$ cat config.mk
export PLATFORM = sky130hd
export DESIGN_NAME = minmax_tracker
export DESIGN_NICKNAME = d
export VERILOG_FILES = /design/src/rtl/minmax_tracker_pkg.sv /design/src/rtl/minmax_tracker_cmp.sv /design/src/rtl/minmax_tracker.sv
export SDC_FILE = /design/constraint.sdc
export NUM_CORES = 1
export LEC_CHECK = 0
export ABC_AREA = 1
export BUFFER_PORTS_ARGS = -buffer_cell sky130_fd_sc_hd__buf_2
export CAP_MARGIN = 10
export CORE_MARGIN = 3
export CORE_UTILIZATION = 47
export DETAILED_ROUTE_END_ITERATION = 16
export PLACE_DENSITY_LB_ADDON = 0.05
export SLEW_MARGIN = 20
export SYNTH_ARGS = -nofsm -noshare
export SYNTH_HDL_FRONTEND = slang
export SYNTH_SLANG_ARGS = --single-unit
$ cat constraint.sdc
create_clock -name clk -period 1.4 [get_ports clk]
set_input_delay 0 -clock clk [delete_from_list [all_inputs] [get_ports clk]]
set_output_delay 0 -clock clk [all_outputs]
set_load 0.02 [all_outputs]
$ cat src/rtl/minmax_tracker_pkg.sv
// minmax_tracker_pkg: state encoding and default sizes shared by the min/max tracker
package minmax_tracker_pkg;
  localparam int DEF_WIDTH = 4;
  localparam int DEF_CNT_W = 8;
  typedef enum logic [1:0] {
    IDLE  = 2'd0,
    ACCUM = 2'd1,
    HOLD  = 2'd2
  } state_t;
endpackage

$ cat src/rtl/minmax_tracker_cmp.sv
// minmax_tracker_cmp: unsigned magnitude comparator
// Ports: A, B (WIDTH operands); A_gt_B, A_eq_B, A_lt_B (one-hot relation of A to B)
module minmax_tracker_cmp #(
  parameter int WIDTH = 4
) (
  input  logic [WIDTH-1:0] A,
  input  logic [WIDTH-1:0] B,
  output logic             A_gt_B,
  output logic             A_eq_B,
  output logic             A_lt_B
);
  assign A_gt_B = A > B;
  assign A_eq_B = A == B;
  assign A_lt_B = A < B;
endmodule

$ cat src/rtl/minmax_tracker.sv
// minmax_tracker: per-frame max/min with first-occurrence indices and sample count
// Ports: clk, rst (sync, active-high); in_valid/in_ready/in_data/in_last sample stream;
//        out_valid/out_ready handshake with out_max, out_min, out_max_idx, out_min_idx,
//        out_count, out_sat frame result
module minmax_tracker
  import minmax_tracker_pkg::*;
#(
  parameter int WIDTH = DEF_WIDTH,
  parameter int CNT_W = DEF_CNT_W
) (
  input  logic             clk,
  input  logic             rst,
  input  logic             in_valid,
  output logic             in_ready,
  input  logic [WIDTH-1:0] in_data,
  input  logic             in_last,
  output logic             out_valid,
  input  logic             out_ready,
  output logic [WIDTH-1:0] out_max,
  output logic [WIDTH-1:0] out_min,
  output logic [CNT_W-1:0] out_max_idx,
  output logic [CNT_W-1:0] out_min_idx,
  output logic [CNT_W-1:0] out_count,
  output logic             out_sat
);
  state_t state, state_n;
  logic [WIDTH-1:0] max_q, min_q;
  logic [CNT_W-1:0] max_idx_q, min_idx_q, count_q;
  logic sat_q, gt, lt, take, full;
  minmax_tracker_cmp #(.WIDTH(WIDTH)) u_max_cmp (
    .A(in_data), .B(max_q), .A_gt_B(gt), .A_eq_B(), .A_lt_B()
  );
  minmax_tracker_cmp #(.WIDTH(WIDTH)) u_min_cmp (
    .A(in_data), .B(min_q), .A_gt_B(), .A_eq_B(), .A_lt_B(lt)
  );
  assign in_ready    = state != HOLD;
  assign take        = in_valid && in_ready;
  // the counter doubles as the index of the incoming sample, so both saturate together
  assign full        = &count_q;
  assign out_valid   = state == HOLD;
  assign out_max     = max_q;
  assign out_min     = min_q;
  assign out_max_idx = max_idx_q;
  assign out_min_idx = min_idx_q;
  assign out_count   = count_q;
  assign out_sat     = sat_q;
  always_comb begin
    state_n = state;
    state_n = (state == HOLD) ? (out_ready ? IDLE : HOLD) : take ? (in_last ? HOLD : ACCUM) : state;
  end
  always_ff @(posedge clk) begin
    if (rst) begin
      state     <= IDLE;
      max_q     <= '0;
      min_q     <= '0;
      max_idx_q <= '0;
      min_idx_q <= '0;
      count_q   <= '0;
      sat_q     <= 1'b0;
    end else begin
      state <= state_n;
      if (take && state == IDLE) begin
        max_q     <= in_data;
        min_q     <= in_data;
        max_idx_q <= '0;
        min_idx_q <= '0;
        count_q   <= CNT_W'(1);
        sat_q     <= 1'b0;
      end else if (take) begin
        if (gt) begin
          max_q     <= in_data;
          max_idx_q <= count_q;
        end
        if (lt) begin
          min_q     <= in_data;
          min_idx_q <= count_q;
        end
        count_q <= full ? count_q : count_q + 1'b1;
        sat_q   <= sat_q | full;
      end
    end
  end
endmodule

==> results of run 1 <==
==> cell usage after synthesis <==
cell       n  share of area (%)
a21oi_1   30                8.6
a31oi_1    2               0.72
a31oi_2    1               0.72
buf_2      2               0.58
buf_4      1               0.43
buf_6      2                1.3
clkbuf_1   1               0.22
clkinv_1   1               0.22
dfxtp_1   35                 40
ha_1       8                5.8
inv_1     26                5.6
inv_2      1               0.22
nand2_1   51                 11
nand2_2    3                1.1
nand2_4    4                2.6
nand3_1   31                8.9
nand3_2    1               0.58
nand3_4    1                1.0
nand4_1    3                1.1
nor2_1    21                4.5
nor2_4     3                1.9
nor3_1     2               0.58
o21a_1     1               0.43
o21ai_0    2               0.58
xor2_1     2                1.0
==> registers in the layout, indices dropped and copies added (netlist names) <==
register	flops
state	2
out_max	4
out_min_idx	8
out_max_idx	8
out_sat	1
out_min	4
out_count	8
==> timing repair <==
action                     in CTS  in global routing
pin swaps                       0                 17
hold buffers                    3                  0
buffers inserted                0                  2
gates resized for setup         1                 32
hold endpoints to repair        4                  0
cloned                          0                  0
setup endpoints to repair       1                 30
==> cell families after synthesis <==
group	after synthesis
flops	35
fa+ha+maj	8
xor+xnor	2
buf+inv	34
compound gates	36
simple gates	120
==> power groups by stage <==
stage | clock (mW) | sequential (mW) | combinational [mW]
floorplan | 0 | 1.14 | 0.364
global placement | 0 | 1.09 | 0.564
detailed placement | 0 | 1.09 | 0.572
CTS | 0.764 | 1.07 | 0.590
global route | 0.816 | 1.07 | 0.719
finish | 0.746 | 1.07 | 0.649
==> critical path, delay by kind of cell, from the launching register on <==
kind            cells  cell delay [ns]
buf+inv             1             0.04
flops               1             0.36
fa+ha+maj           1             0.24
simple gates        5             0.45
compound gates      1             0.18
==> per-layer routing <==
layer / global-route usage, % / wire length, um
met5: 0 / 0
met4: 6.091 / 95
met3: 5.565 / 241
met2: 38.00 / 2117
met1: 26.82 / 1995
==> worst max path at each step <==
stage                     cells past startpoint      endpoint         start  slack (ns)
after global placement                        8    out_max[3]    out_max[3]        0.05
after CTS                                    10    out_max[2]    out_max[3]        0.03
after floorplan                               9    out_max[2]    out_max[3]       -0.03
final                                         8    out_max[2]    out_max[3]        0.03
after detailed placement                      8    out_max[2]    out_max[3]        0.01
after global routing                          7  out_count[2]  out_count[1]       -0.07
==> cell type report <==
| class | count | area (um2) |
|---|---|---|
| multi-input combinational | 166 | 1110 |
| clock buffer | 5 | 68.82 |
| timing repair buffer | 66 | 422.9 |
| clock inverter | 3 | 17.52 |
| fill | 279 | 927.1 |
| tap | 46 | 57.56 |
| sequential | 35 | 721.9 |
| inverter | 28 | 116.4 |
==> stage by stage <==
stage,cells,hold WS (ns)
after global routing,349,0.04455
after CTS,347,0.01812
after global placement,336,0.2188
final,349,0.02694
after floorplan,235,0.06165
after detailed placement,336,0.2218
==> impl_metrics.json, run 1 <==
{
  "crit_path_max_incr_delay_ns": 0.36,
  "cap_violations": 0,
  "finalPower_mw": 2.463,
  "fin_tns_setup_ns": 0,
  "rr_startpoint": "out_max[3]",
  "synth-compound-area-share_pct": 11.08,
  "rr_worst_depth": 8,
  "min_period_ns": 1.371,
  "rsz0062_at_grt": "true",
  "final_core_util_pct": 73.06,
  "hold_depth": 3,
  "p_leak_nw": 1.110,
  "drive_gt1_share_pct": 44.88,
  "muxShareOfSynthArea_pct": 0,
  "setup_violations": 0,
  "cts_buffer_depth": 2,
  "path_clk_slew_ns": 0.08,
  "crit_slowest_cell": "dfxtp_4",
  "die_w_um": 66.83,
  "hpwlAfterDp_mm": 3.149,
  "chipHeight_um": 66.83,
  "criticalPathCategory": "reg2reg",
  "hold_violations": 0,
  "seq_area_frac_synth_pct": 40.29,
  "fmax_mhz": 729.2,
  "clock-sinks": 35,
  "drtAntennaViolNets": 0,
  "pwr_density_cell_mw_per_mm2": 979.5,
  "cts_inserted_buffers": 5,
  "crit_path_cell_trace": "inv_4 > ha_4 > a21oi_2 > nand2_4 > nand2_8 > nand3_1 > nand2_1 > nor2_2",
  "gp_congestion": 0.8016,
  "place_ws_ns": 0.01062,
  "start_util_pct": 50.53,
  "power_frac_seq_pct": 43.4,
  "clk_latency_ns": 0.29,
  "mostFrequentLayoutCells": "nand2_1, buf_2, dfxtp_1",
  "synth-simple-area-share_pct": 33.31,
  "switchingPower_mw": 0.8210,
  "synth.cell_area_mm2": 0.001739,
  "synth_xor_area_share_pct": 1.007,
  "drt_pass1_iterations": 4,
  "end_kind": "flop",
  "drc": 0,
  "die_area_mm2": 0.004466,
  "crit_path_start_kind": "flop",
  "run_status": "completed",
  "antenna_found_initial": 0,
  "placedInstanceArea_mm2": 0.002238,
  "clkPwrFrac_pct": 30.3,
  "clock_skew_ns": 0.007411,
  "period_share_pct": 97.95,
  "vias_per_cell": 4.991,
  "maxSlewHeadroom_pct": 81.84,
  "setup_slack_ns": 0.02864,
  "synth_seq_cells": 35,
  "swShare_pct": 33.33,
  "hp-class": "in2reg",
  "vdd_drop_max_uv": 649.7,
  "grt_max_degree": 21,
  "synth_top_family_by_area": "simple AND/OR/NAND/NOR gates",
  "yosys_warnings": 0,
  "port_buffers": 43,
  "synthDistinctLibCells": 25,
  "path_max_fanout": 16,
  "rrSetupSlack_ns": 0.03,
  "synthAdderAreaFrac_pct": 5.755,
  "syn2layout_area_growth_pct": 44.60,
  "crit_arrival_ns": 1.56,
  "synthCells": 235,
  "core-area_mm2": 0.003442,
  "maxSlewViolCount": 0,
  "drt_iter0_drc": 83,
  "finalInstanceArea_mm2": 0.002515,
  "worstHoldEndpoint": "out_max[1]",
  "worst_slew_pin_slew_ns": 0.2708,
  "h-tree-depth": 2,
  "num_rows": 21,
  "io_pins": 44,
  "r2r-end": "out_max[2]",
  "antenna_cells": 0,
  "grt_overflow_total": 0,
  "synth_fp_nets": 252,
  "grt_pass1_vias": 1613,
  "cts_tree": "done",
  "routed-via-count": 1742,
  "avgSynthCellArea_um2": 7.401,
  "p_int_mw": 1.642,
  "required_ns": 1.58,
  "worstHoldStart": "in_data[1]",
  "p_comb_share_pct": 26.4,
  "nets": 319,
  "grt_pass1_wl_mm": 7.410,
  "clock-root-buffer": "clkbuf_8",
  "routed_wl_mm": 4.450,
  "avgRoutedWirePerCell_um": 12.75,
  "track_usage_pct": 22.01
}
Power figures use the tool's default switching activity.
==> inputs of run 2 (changes only) <==
--- a/config.mk
+++ b/config.mk
@@ -15,4 +15,5 @@
 export SLEW_MARGIN = 20
 export SYNTH_ARGS = -nofsm -noshare
 export SYNTH_HDL_FRONTEND = slang
+export SYNTH_HIERARCHICAL = 1
 export SYNTH_SLANG_ARGS = --single-unit
==> run 2 against run 1 <==
  * The flow now finishes with violations (negative hold slack, negative setup slack)
  * Sequential power is essentially flat
  * Cell count increased by 5.2%
  * Clock-buffer cell count did not move
  * Total power fell by 0.87%
  * Worst setup slack got worse by 0.15 ns
  * Utilization increased by 5.0 points
==> impl_metrics.json, run 2 <==
{
  "avgRoutedWirePerCell_um": 13.02,
  "cap_violations": 0,
  "place_ws_ns": -0.1056,
  "end_kind": "flop",
  "mostFrequentLayoutCells": "buf_2, nand2_1, dfxtp_1, buf_4, nor2_1",
  "grt_pass1_vias": 1762,
  "final_core_util_pct": 78.10,
  "antenna_found_initial": 0,
  "clkPwrFrac_pct": 23.5,
  "required_ns": 1.64,
  "p_leak_nw": 1.229,
  "drc": 0,
  "die_area_mm2": 0.004364,
  "finalPower_mw": 2.442,
  "cts_buffer_depth": 2,
  "grt_max_degree": 13,
  "grt_overflow_total": 0,
  "period_share_pct": 108.9,
  "rrSetupSlack_ns": -0.12,
  "clock_skew_ns": 0.007315,
  "h-tree-depth": 2,
  "holdWs_ns": -0.03197,
  "run_status": "finished with violations",
  "drive_gt1_share_pct": 50.47,
  "final_cells": 367,
  "cts_tree": "done",
  "worst_slew_pin_slew_ns": 0.2975,
  "start_util_pct": 49.63,
  "maxSlewHeadroom_pct": 80.12,
  "vdd_drop_max_uv": 439.6,
  "path_clk_slew_ns": 0.11,
  "drtAntennaViolNets": 0,
  "syn2layout_area_growth_pct": 57.34,
  "hpwlAfterDp_mm": 3.313,
  "fill_cells": 258,
  "port_buffers": 43,
  "min_period_ns": 1.525,
  "chipHeight_um": 66.06,
  "swShare_pct": 35.39,
  "violations": "negative hold slack, negative setup slack",
  "hp-class": "in2reg",
  "clock-sinks": 35,
  "dpl.cell_count": 345,
  "multi_input_area_mm2": 0.001145,
  "gp_congestion": 0.8341,
  "crit_arrival_ns": 1.77,
  "fmax_mhz": 655.8,
  "routed_wl_mm": 4.778,
  "synth.cell_area_mm2": 0.001695,
  "p_int_mw": 1.577,
  "avgSynthCellArea_um2": 7.153,
  "switchingPower_mw": 0.8642,
  "num_rows": 21,
  "setup_violations": 17,
  "track_usage_pct": 22.54,
  "antenna_cells": 0,
  "clock-root-buffer": "clkbuf_4",
  "clk_latency_ns": 0.35,
  "setup_slack_ns": -0.1249,
  "hold_buffers": 8,
  "synth_fp_nets": 255,
  "synthCells": 237,
  "criticalPathCategory": "reg2reg",
  "layout.area.seq_um2": 726.9,
  "io_pins": 44,
  "power_frac_seq_pct": 44.1,
  "grt_pass1_wl_mm": 7.617,
  "maxSlewViolCount": 0,
  "crit_path_start_kind": "flop",
  "path_max_fanout": 5,
  "die_w_um": 66.06,
  "hold_violations": 2,
  "vias_per_cell": 5.016,
  "nets": 338,
  "p_comb_share_pct": 32.5,
  "yosys_warnings": 6,
  "cts_inserted_buffers": 5,
  "pwr_density_cell_mw_per_mm2": 915.3,
  "drt_iter0_drc": 112,
  "rsz0062_at_grt": "true",
  "routed-via-count": 1841,
  "core-area_mm2": 0.003416,
  "drt_pass1_iterations": 4,
  "layout_commonest_cell": "buf_2"
}
[run 2: per-layer routing]
metal / GRT usage (%) / share of wire, % / vias up
li1: - / - / 925
met1: 28.92 / 46 / 848
met2: 36.67 / 47 / 57
met3: 4.932 / 5.4 / 11
met4: 8.883 / 1.5 / 0
met5: 0 / 0 / -
[run 2: worst paths after layout]
check | startpoint | endpoint | depth (start not counted)
setup / recovery | out_max[3] | out_max[1] | 9
hold / removal | in_data[2] | out_max[2] | 3
setup reg to reg | out_max[3] | out_max[1] | 9
hold reg to reg | out_max_idx[4] | out_max_idx[4] | 2
[run 2: worst max-delay path, stage by stage, from the launching register on]
cell,delay (ns)
dfxtp_4,0.36
inv_2,0.04
ha_4,0.27
nand2_4,0.06
nor2_2,0.17
a21oi_4,0.05
nand2_4,0.14
nand2_8,0.09
o21ai_0,0.17
nor2_1,0.07
[run 2: timing repair]
action / in CTS / in global routing
setup buffers: 3 / 4
setup endpoints to repair: 24 / 27
pin swaps: 15 / 11
endpoints found under the hold margin: 11 / 2
resized for setup: 20 / 48
[run 2: power by group through the flow]
| stage | Sequential [mW] | Clock, mW | Combinational (mW) |
|---|---|---|---|
| final | 1.08 | 0.573 | 0.793 |
| after global routing | 1.08 | 0.610 | 0.859 |
| after CTS | 1.07 | 0.578 | 0.669 |
| after detailed placement | 1.10 | 0 | 0.586 |
| after global placement | 1.09 | 0 | 0.572 |
| after floorplan | 1.15 | 0 | 0.340 |
[run 2: stage by stage]
step,TNS [ns],cell area [um2]
4_1_cts,-0.8351,2479
6_report,-1.349,2668
3_3_place_gp,-0.7419,2252
5_1_grt,-2.648,2668
2_1_floorplan,-0.6885,1842
3_5_place_dp,-1.766,2252
[run 2: cell type report]
cell class / instances / share of cell area [%]
clock buffer: 5 / 1.407
multi-input combinational: 165 / 42.92
inverter: 32 / 5.159
sequential: 35 / 27.25
tap: 46 / 2.158
timing repair buffer: 81 / 20.45
clock inverter: 3 / 0.6567
==> inputs of run 3 (changes only) <==
--- a/config.mk
+++ b/config.mk
@@ -9,7 +9,8 @@
 export BUFFER_PORTS_ARGS = -buffer_cell sky130_fd_sc_hd__buf_2
 export CAP_MARGIN = 10
 export CORE_MARGIN = 3
-export CORE_UTILIZATION = 47
+export CORE_UTILIZATION = 49
+export CTS_BUF_LIST = sky130_fd_sc_hd__clkbuf_8
 export DETAILED_ROUTE_END_ITERATION = 16
 export PLACE_DENSITY_LB_ADDON = 0.05
 export SLEW_MARGIN = 20
==> run 3 against run 2 <==
  * The flow finishes with violations (negative setup slack)
  * First-iteration DRC count is 40% lower
  * Critical path depth grew 2
  * Final area fell by 3.0%
  * Combinational power is 11% lower
  * Worst setup slack gained 0.070 ns
  * Die area down 3.7%
  * Largest cell class unchanged
  * Highest routed layer unchanged
==> impl_metrics.json, run 3 (synthesized netlist as in run 2, its figures left out) <==
{
  "r2r-end": "out_max[0]",
  "nets": 326,
  "use_met1_pct": 25.57,
  "worst_slew_pin_slew_ns": 0.2745,
  "rsz0062_at_grt": "true",
  "run_status": "finished with violations",
  "end_kind": "flop",
  "min_period_ns": 1.455,
  "syn2layout_area_growth_pct": 52.69,
  "required_ns": 1.58,
  "routed-via-count": 1713,
  "crit_slowest_cell": "dfxtp_4",
  "routed_wl_mm": 4.265,
  "fmax_mhz": 687.4,
  "final_core_util_pct": 81.46,
  "core-area_mm2": 0.003178,
  "grt_max_degree": 22,
  "place_ws_ns": -0.07598,
  "maxSlewViolCount": 0,
  "avgRoutedWirePerCell_um": 12.08,
  "final_cells": 353,
  "grt_util_met2_pct": 31.80,
  "setup_slack_ns": -0.05483,
  "io_pins": 44,
  "cts_inserted_buffers": 5,
  "mostFrequentLayoutCells": "buf_2, nand2_1, dfxtp_1",
  "hold_violations": 0,
  "worstHoldEndpoint": "out_min[0]",
  "num_rows": 20,
  "pwr_density_cell_mw_per_mm2": 958.9,
  "clock_skew_ns": 0.001827,
  "cts_tree": "done",
  "grt_overflow_total": 0,
  "crit_path_max_incr_delay_ns": 0.35,
  "path_clk_slew_ns": 0.07,
  "die_area_mm2": 0.004202,
  "drive_gt1_share_pct": 48.22,
  "die_w_um": 64.82,
  "drtAntennaViolNets": 0,
  "period_share_pct": 103.9,
  "violations": "negative setup slack",
  "clock-root-buffer": "clkbuf_8",
  "track_usage_pct": 19.76,
  "maxSlewHeadroom_pct": 81.65,
  "finalPower_mw": 2.482,
  "top_usage_layer": "met2",
  "dpl.cell_count": 341,
  "cap_violations": 0,
  "hpwlAfterDp_mm": 2.958,
  "h-tree-depth": 2,
  "hold_depth": 3,
  "layout_commonest_cell": "buf_2",
  "port_buffers": 43,
  "criticalPathCategory": "reg2reg",
  "chipHeight_um": 64.82,
  "rrSetupSlack_ns": -0.05,
  "antenna_cells": 0,
  "vdd_drop_max_uv": 660.6,
  "gp_congestion": 0.9034,
  "hp-class": "in2reg",
  "clock-sinks": 35,
  "crit_path_start_kind": "flop",
  "drt_iter0_drc": 67,
  "holdWs_ns": 0.009635,
  "crit_path_cell_trace": "inv_2 > ha_4 > nand2_1 > nand2_1 > nand2_1 > a21oi_2 > nand2_4 > nand2_4 > inv_4 > nor2_1 > nor2_1",
  "drt_pass1_iterations": 4,
  "clk_latency_ns": 0.28,
  "post_cts_buffers": 0,
  "rr_startpoint": "out_max[1]",
  "met3_usage_pct": 4.853,
  "setup_violations": 19,
  "worstHoldStart": "in_data[0]",
  "rr_worst_depth": 11,
  "vias_per_cell": 4.853,
  "grt_pass1_vias": 1519,
  "crit_top_cell": "nand2_1",
  "path_max_fanout": 5,
  "antenna_found_initial": 0,
  "cts_buffer_depth": 2,
  "start_util_pct": 53.35,
  "crit_arrival_ns": 1.63,
  "p_leak_nw": 1.205,
  "grt_pass1_wl_mm": 6.513,
  "drc": 0
}
[run 3: cell types whose count changed in the layout (fill, tap and decap cells not counted), moves of 3 or more]
cell           before  now
clkbuf_4            5    0
nor2_2              3    6
nand2_2            15    6
dlygate4sd3_1       7    4
buf_4              26   18
clkbuf_8            0    5
buf_6               4    1
nand2_4            10   15
nor2_4              6    3
a21oi_2            10   13
nand2_1            38   42
[run 3: stage by stage]
stage,instance area (um2),TNS (ns)
detailed placement,2272,-1.053
finish,2589,-0.6554
global route,2589,-2.213
CTS,2409,-0.5011
floorplan,1842,-0.6885
global placement,2272,-0.7227
[run 3: timing repair]
| item | in CTS | in global routing |
|---|---|---|
| endpoints found under the hold margin | 4 | 0 |
| resized for setup | 6 | 51 |
| hold buffers | 4 | 0 |
| pin swaps | 3 | 16 |
| setup endpoints to repair | 24 | 25 |
[run 3: report_power, final]
| part | switching (mW) | total [mW] | internal, mW |
|---|---|---|---|
| logic | 0.412 | 0.709 | 0.297 |
| clock network | 0.356 | 0.696 | 0.340 |
| registers | 0.0324 | 1.08 | 1.05 |
| total | 0.800 | 2.48 | 1.68 |
[run 3: layout make-up]
| class | instances | area, um2 |
|---|---|---|
| Timing Repair Buffer | 69 | 461.7 |
| Tap cell | 44 | 55.05 |
| Fill cell | 228 | 589.3 |
| Multi-Input combinational cell | 165 | 1126 |
| Sequential cell | 35 | 726.9 |
| Clock buffer | 5 | 68.82 |
| Inverter | 32 | 135.1 |
| Clock inverter | 3 | 15.01 |
[run 3: worst max-delay path by stage]
stage	start	endpoint	slack, ns	cells after the start
global route	out_min[1]	out_min_idx[7]	-0.12	10
global placement	out_min[3]	out_min[3]	-0.06	11
CTS	out_max[3]	out_max[0]	-0.06	11
detailed placement	out_max[1]	out_max[1]	-0.08	11
finish	out_max[1]	out_max[0]	-0.05	11
floorplan	out_min[3]	out_min[2]	-0.10	11
[run 3: metal layers]
metal / wire (um) / part of all wire, %
met5: 0 / 0
met4: 56 / 1.3
met3: 236 / 5.5
met2: 1941 / 46
met1: 2031 / 48
[run 3: critical path, delay by kind of cell (launching register included)]
kind	cells	cell delay [ns]
AND/OR/NAND/NOR	7	0.50
flip-flops	1	0.35
adder cells (fa/ha/maj)	1	0.25
AO/OA/AOI/OAI	1	0.17
buffers and inverters	2	0.09
